[src/rtl/uart_tx_queue.sv]
// Byte FIFO between the CPU UART data register and the serial emitter's valid/ready port.
// Optional CR insertion before every LF is enabled by defining UART_TXQ_CRLF_EN.
module uart_tx_queue #(
  parameter int DEPTH = 16,
  parameter int AW    = 4
) (
  input  logic          clk,
  input  logic          resetn,
  input  logic          wr_valid,
  input  logic [7:0]    wr_data,
  input  logic          clr_ovf,
  output logic          tx_valid,
  output logic [7:0]    tx_data,
  input  logic          tx_ready,
  output logic [AW:0]   level,
  output logic          full,
  output logic          empty,
  output logic          busy,
  output logic          overflow
);

  localparam logic [7:0] LF_BYTE = 8'h0A;
  localparam logic [7:0] CR_BYTE = 8'h0D;

`ifdef UART_TXQ_CRLF_EN
  typedef enum logic [1:0] {IDLE, SEND, CR} state_t;
`else
  typedef enum logic [1:0] {IDLE, SEND} state_t;
`endif

  // First byte put on the wire when byte b reaches the head of the queue.
  function automatic logic [7:0] lead_byte(input logic [7:0] b);
`ifdef UART_TXQ_CRLF_EN
    return (b == LF_BYTE) ? CR_BYTE : b;
`else
    return b;
`endif
  endfunction

  logic [7:0]    mem [DEPTH];
  logic [AW-1:0] wr_ptr, rd_ptr, rd_ptr_inc;
  logic [AW:0]   level_next;
  logic [7:0]    head_byte, next_byte, data_next;
  logic          hs, push, pop, drop;
  state_t        state, state_next;

  assign rd_ptr_inc = rd_ptr + AW'(1);
  assign head_byte  = mem[rd_ptr];
  assign next_byte  = mem[rd_ptr_inc];
  assign hs         = tx_valid & tx_ready;
  assign pop        = hs & (state == SEND);
  assign push       = wr_valid & (~full | pop);
  assign drop       = wr_valid & full & ~pop;
  assign busy       = ~empty | ~tx_ready;

  always_ff @(posedge clk) begin
    if (!resetn) begin
      state    <= IDLE;
      tx_valid <= 1'b0;
      tx_data  <= 8'h00;
    end else begin
      state    <= state_next;
      tx_valid <= (state_next != IDLE);
      tx_data  <= data_next;
    end
  end

  // After a pop the successor is only loaded when it was already queued;
  // a byte pushed during that same cycle is picked up by IDLE one cycle later.
  always_comb begin
    state_next = state;
    case (state)
      IDLE: begin
        if (level != '0) begin
          state_next = SEND;
`ifdef UART_TXQ_CRLF_EN
          if (head_byte == LF_BYTE) state_next = CR;
`endif
        end
      end
      SEND: begin
        if (hs) begin
          if (level != (AW+1)'(1)) begin
            state_next = SEND;
`ifdef UART_TXQ_CRLF_EN
            if (next_byte == LF_BYTE) state_next = CR;
`endif
          end else begin
            state_next = IDLE;
          end
        end
      end
`ifdef UART_TXQ_CRLF_EN
      CR: if (hs) state_next = SEND;
`endif
      default: state_next = IDLE;
    endcase
  end

  always_comb begin
    data_next = tx_data;
    case (state)
      IDLE:    if (level != '0) data_next = lead_byte(head_byte);
      SEND:    if (hs && level != (AW+1)'(1)) data_next = lead_byte(next_byte);
`ifdef UART_TXQ_CRLF_EN
      CR:      if (hs) data_next = LF_BYTE;
`endif
      default: data_next = tx_data;
    endcase
  end

  always_comb begin
    case ({push, pop})
      2'b10:   level_next = level + (AW+1)'(1);
      2'b01:   level_next = level - (AW+1)'(1);
      default: level_next = level;
    endcase
  end

  always_ff @(posedge clk) begin
    if (!resetn) begin
      wr_ptr   <= '0;
      rd_ptr   <= '0;
      level    <= '0;
      full     <= 1'b0;
      empty    <= 1'b1;
      overflow <= 1'b0;
    end else begin
      if (push) wr_ptr <= wr_ptr + AW'(1);
      if (pop)  rd_ptr <= rd_ptr_inc;
      level <= level_next;
      full  <= (level_next == (AW+1)'(DEPTH));
      empty <= (level_next == '0);
      if (drop)         overflow <= 1'b1;
      else if (clr_ovf) overflow <= 1'b0;
    end
  end

  always_ff @(posedge clk) begin
    if (push) mem[wr_ptr] <= wr_data;
  end

endmodule
[config.mk]
export PLATFORM = sky130hd
export DESIGN_NAME = uart_tx_queue
export DESIGN_NICKNAME = d
export VERILOG_FILES = /design/src/rtl/uart_tx_queue.sv
export SDC_FILE = /design/constraint.sdc
export NUM_CORES = 1
export LEC_CHECK = 0
export BUFFER_PORTS_ARGS = -buffer_cell sky130_fd_sc_hd__buf_2
export CORE_UTILIZATION = 54
export DETAILED_ROUTE_END_ITERATION = 8
export PLACE_DENSITY = 0.74
export SYNTH_ARGS = -nofsm -noshare
export SYNTH_HDL_FRONTEND = slang
export SYNTH_SLANG_ARGS = --single-unit
[constraint.sdc]
create_clock -name clk -period 2.3 [get_ports clk]
set_input_delay 0.46 -clock clk [delete_from_list [all_inputs] [get_ports clk]]
set_output_delay 0.46 -clock clk [all_outputs]
set_load 0.005 [all_outputs]
Yosys cells after proc, flatten, opt, wreduce, memory -nomap -nowiden:

Memories as Yosys holds them, arrays and structs flattened. A register that Yosys moved wholly into a read port is not among the register bits.
Index checks and enable logic that the tools add are counted.
W data, S select, Z words.

* add/sub/neg operators: 4
* bitwise operators: 11
* reduce and logical (&&, ||, !) cells: 8
* equal/unequal tests: 7
* muxes and demuxes: 14

Operators by type and width (count)
* $mux W8: 2
* $pmux W8 S2: 1
* $pmux W5 S2: 1
* $add A4 B1 Y4 const B: 2
* $mux W4: 2
* $reduce_bool A2 Y1: 3
* $add A5 B1 Y5 const B: 1
* $and A1 B1 Y1: 5
* $eq A5 B5 Y1 const B: 1
* $logic_not A5 Y1: 1
* $mux W1: 5
* $ne A5 B1 Y1 const B: 1
* $reduce_bool A5 Y1: 1
* $sub A5 B1 Y5 const B: 1
* $eq A2 B1 Y1 const B: 2
* $mux W2: 2
* $not A1 Y1: 4
* $pmux W2 S2: 1
* $reduce_and A3 Y1: 1
* $eq A2 B2 Y1 const B: 1
* $logic_not A2 Y1: 1
* $ne A2 B1 Y1 const B: 1
* $ne A2 B2 Y1 const B: 1
* $or A1 B1 Y1: 2
* $logic_and A1 B1 Y1: 1

* memories kept: 1
* output and inout bits: 18
* RAM bits: 128
* logic and storage cells: 54
* input bits: 13
* register bits: 27

Memories
* mem: depth 16, bits a word 8, read ports 2, clocked after memory_dff 1, wr ports 1, line 40 `logic [7:0] mem [DEPTH];`

Depth between registers and ports, before layout:

* depth after elaboration: 7
* mapped depth: 12
* mapped depth without buffers: 10

Worst setup path before layout:

Ideal clock, no wire load.

* path type: input port to flip-flop
* start point: input port tx_ready
* end point: register full
* setup slack: 6 ps
* arrival time: 2156 ps
* stages: 11
* path buffers: 2
* required time: 2162 ps
* setup time: 138 ps
* cells stage by stage: nand4b_2 nand2_1 nand2_1 inv_1 buf_2 ha_1 clkbuf_1 inv_1 and3_1 o311ai_0 nor4bb_1

* longest elaborated chain between the ends: 7
* elaborated cells between the ends (all ways): 8
* classes of those cells: eq/ne: 3; mux: 1; bitwise: 4

Ends and longest elaborated chain
* start: declaration: line 14 `input logic tx_ready,`
* $and A1 B1 Y1 (*): line 50 `assign hs = tx_valid & tx_ready;`
* $and A1 B1 Y1 (*): line 51 `assign pop = hs & (state == SEND);`
* $or A1 B1 Y1 (*): line 52 `assign push = wr_valid & (~full | pop);`
* $and A1 B1 Y1 (*): line 52
* via push: line 44 `logic hs, push, pop, drop;`
* $eq A2 B1 Y1 / $eq A2 B2 Y1 (equally long branches): line 113 `case ({push, pop})`
* $pmux W5 S2 (*): line 113
* $eq A5 B5 Y1 (*): line 132 `full <= (level_next == (AW+1)'(DEPTH));`
* end signal: assignment: line 132
* end: declaration: line 16 `output logic full,`

Mark *: on every way through the listed nets, which the timed path passes. The rest lies on a longest branch.
A chain may end at the register's enable or synchronous reset.

Worst setup path in the final report:

* start point: register rd_ptr[1]
* end point: register tx_data[1]

* longest elaborated chain between the ends: 4

Ends and longest elaborated chain
* start: declaration: line 41 `logic [AW-1:0] wr_ptr, rd_ptr, rd_ptr_inc;`
* start signal: assignment: line 130 `if (pop) rd_ptr <= rd_ptr_inc;`
* $add A4 B1 Y4: line 47 `assign rd_ptr_inc = rd_ptr + AW'(1);`
* $mem_v2 Z16 W8
* $mux W8: line 104 `SEND: if (hs && level != (AW+1)'(1)) data_next = lead_byte(next_byte);`
* $pmux W8 S2: line 102 `case (state)`
* end signal: assignment: line 64 `tx_data <= data_next;`
* end: declaration: line 13 `output logic [7:0] tx_data,`

No other way between the ends. The select of a mux whose other input is x is not followed.

==> results.yml <==
outcome:
  outcome: "finished, final reports clean"
cells_and_area:
  area_delta_synth_final_pct: 16.2
  regArea_mm2: 0.00447
  diodes: 0
  fillers: 937
  final_cells: 718
  drive_gt1_frac: 0.351
  nNetsFinal: 553
  multi_input_area_mm2: 0.00286
die:
  io_pins: 31
  initial_utilization: 0.561
  die_area_mm2: 0.0144
  coreArea_mm2: 0.0134
  die_h_um: 120
  dieWidth_um: 120
  rows: 42
global_route:
  grt-ovfl-total: 0
  antenna_found_initial: 0
  grt_usage: 0.274
  grt_pass1_vias: 4675
  grt_max_degree: 34
  grt_pass1_wl_mm: 27.7
timing:
  drv_slew: 0
  slew_headroom: 0.416
  fin_skew_ps: 7.98
  tns_ps: 0
  fmax_ghz: 0.463
  final_hold_viol_count: 0
  grt_setup_unrepaired: "false"
  worst_slew_pin_slew_ps: 872
  period_minus_slack_ps: 2160
  finalSetupViolations: 0
  fin_crit_sh: 0.939
worst_hold_path:
  hold_class: "primary input to flop"
detailed_routing:
  antenna_left: 0
  drtIter0Drc: 570
  wirelength_mm: 17.8
  via_per_inst: 6.46
  firstDrtPassIters: 8
  drc: 0
  post_drt_wl_per_cell_um: 24.8
  vias: 4637
cts:
  clk_pin_slew_ps: 60
  hold_buffers: 0
  cts_tree: "built"
  cts_buffers: 17
  cts_max_level: 4
  clockBufferDepth: 2
  root_buffer: "clkbuf_16"
  cts.sinks: 159
  insertion_delay_ps: 430
logic_synthesis:
  synth_nets: 484
  yosys.area_share.simple: 0.0675
  syn_area_per_cell_um2: 16.3
  synth_compound_area_frac: 0.0552
  yosysUniqueCellTypes: 51
  yosys.area.top_type: "edfxtp_1"
  synth_edf_count: 128
  async_flop_share: 0
  synth_top_area_share: 0.511
  synth_xor_area_frac: 0.0103
  yosys_warnings: 0
  synth_area_mm2: 0.00752
  synth_top_family_by_area: "multiplexers"
  ys_dominant_reg_cell: "edfxtp_1"
  seq_area_frac_synth: 0.594
  synth_fa_ha_area_frac: 0.0183
  synth_mux_area_frac: 0.227
  synth.area.top_cells: "edfxtp_1, mux4_2, dfxtp_1"
  synthCells: 460
  yosys_register_bits: 159
setup_path:
  crit_chain: "ha_1 -> xnor2_2 -> mux4_2 -> nor2b_1 -> nor3_1"
  crit_fanout: 8
  end_kind: "flop"
  cp-start-kind: "flop"
  crit_type: "flop to flop"
  critPathSlowestCell: "xnor2_2"
  cp.arrival_ps: 2470
  max_stage_delay_ps: 680
  crit_required_ps: 2610
flow_run:
  cap_violations: 0
placement:
  place_inst: 686
  io_buffers: 30
  place.gp.congestion: 0.873
  dpl.hpwl_mm: 11.7
pwr:
  ir_drop_v: 0.000621
  p_leak_nw: 2.92
  power.density_mw_per_mm2: 691
==> what timing repair did <==
item                                    in CTS  in global routing
buffers inserted                             0                  0
hold endpoints to repair                     0                  0
endpoints found under the setup margin       0                  2
gates resized for setup                      0                  3
==> stage by stage <==
step / setup WS [ps] / cell area [um2] / hold slack [ps] / total power, mW / utilization
after global placement: 38.0 / 8180 / 489 / 3.47 / 0.611
after detailed placement: -64.1 / 8180 / 507 / 3.48 / 0.611
after floorplan: 6.30 / 7520 / 493 / 3.36 / -
final: 141 / 8740 / 351 / 6.04 / 0.652
after global routing: 27.6 / 8740 / 359 / 6.20 / 0.652
after CTS: 52.7 / 8730 / 342 / 6.07 / 0.652
==> cells by family after synthesis <==
group,after synthesis
flip-flops,159
multiplexers,90
buffers and inverters,42
AND/OR/NAND/NOR,93
other,1
XOR/XNOR,8
AO/OA/AOI/OAI,56
adder cells (fa/ha/maj),11
==> state kept, by name (all words and copies together), names as in the netlist, named ones only <==
| register | count |
|---|---|
| empty | 1 |
| full | 1 |
| level | 5 |
| mem | 128 |
| overflow | 1 |
| rd_ptr | 4 |
| state | 2 |
| tx_data | 8 |
| tx_valid | 1 |
| wr_ptr | 4 |
==> layout make-up <==
| type | count | area share |
|---|---|---|
| Sequential cell | 159 | 0.511 |
| Multi-Input combinational cell | 259 | 0.327 |
| Timing Repair Buffer | 79 | 0.0679 |
| Clock buffer | 17 | 0.0487 |
| Tap cell | 176 | 0.0252 |
| Clock inverter | 15 | 0.0142 |
| Inverter | 13 | 0.00558 |
==> cells in the final DEF (no fill, tap or decap), drive strengths merged, types with 2 or more instances in the layout <==
cell     count
o21ai        7
mux2i       19
a22oi        7
clkinv       5
a31oi        9
nand3        3
xnor2        7
ha          11
nor2b        4
a2111oi      2
o2111ai      7
inv         22
nor2         6
nand4        2
mux2         7
mux4        64
dfxtp       31
buf         79
and2        21
a32oi        2
edfxtp     128
a21oi        8
nor3         7
clkbuf      17
a21boi       3
and4         4
nand2       30
nand2b      10
==> worst paths after layout <==
check             startpoint    endpoint  slack [ps]  cells after the start
setup / recovery   rd_ptr[1]  tx_data[1]         140                      5
hold reg to reg     overflow    overflow         520                      2
setup reg to reg   rd_ptr[1]  tx_data[1]         140                      5
hold / removal      wr_valid    overflow         350                      3
==> where the power goes <==
group,internal (mW),leakage [nW],switching (mW)
combinational,0.101,1.24,0.145
clock,1.41,0.270,1.20
sequential,3.15,1.41,0.0281
==> per-layer routing <==
layer  wire (um)  part of all wire  GRT usage  up-vias
li1            -                 -          -     1996
met1        7000              0.39      0.373     2316
met2        8360              0.47      0.417      284
met3        1930              0.11     0.0822       41
met4         535             0.030      0.105        0
met5           0                 0          0        -
==> critical path, delay by kind of cell, from the launching register on <==
kind / cells / cell delay, ps
adder cells (fa/ha/maj): 1 / 230
XOR/XNOR: 1 / 680
AND/OR/NAND/NOR: 2 / 200
multiplexers: 1 / 600
flip-flops: 1 / 340
==> cell usage after synthesis, types with 2 or more instances <==
cell type / number
a2111oi_1: 2
a21boi_0: 3
a21oi_1: 8
a22oi_1: 7
a31oi_1: 8
a32oi_1: 2
and2_1: 21
and4_1: 4
buf_2: 10
buf_4: 3
buf_6: 3
clkbuf_1: 13
dfxtp_1: 31
edfxtp_1: 128
ha_1: 11
inv_1: 13
mux2_2: 7
mux2i_1: 19
mux4_2: 64
nand2_1: 30
nand2b_1: 10
nand3_1: 3
nand4_1: 2
nor2_1: 6
nor2b_1: 4
nor3_1: 6
o2111ai_1: 7
o21ai_0: 7
xnor2_1: 6
(Power assumes the default switching activity.)
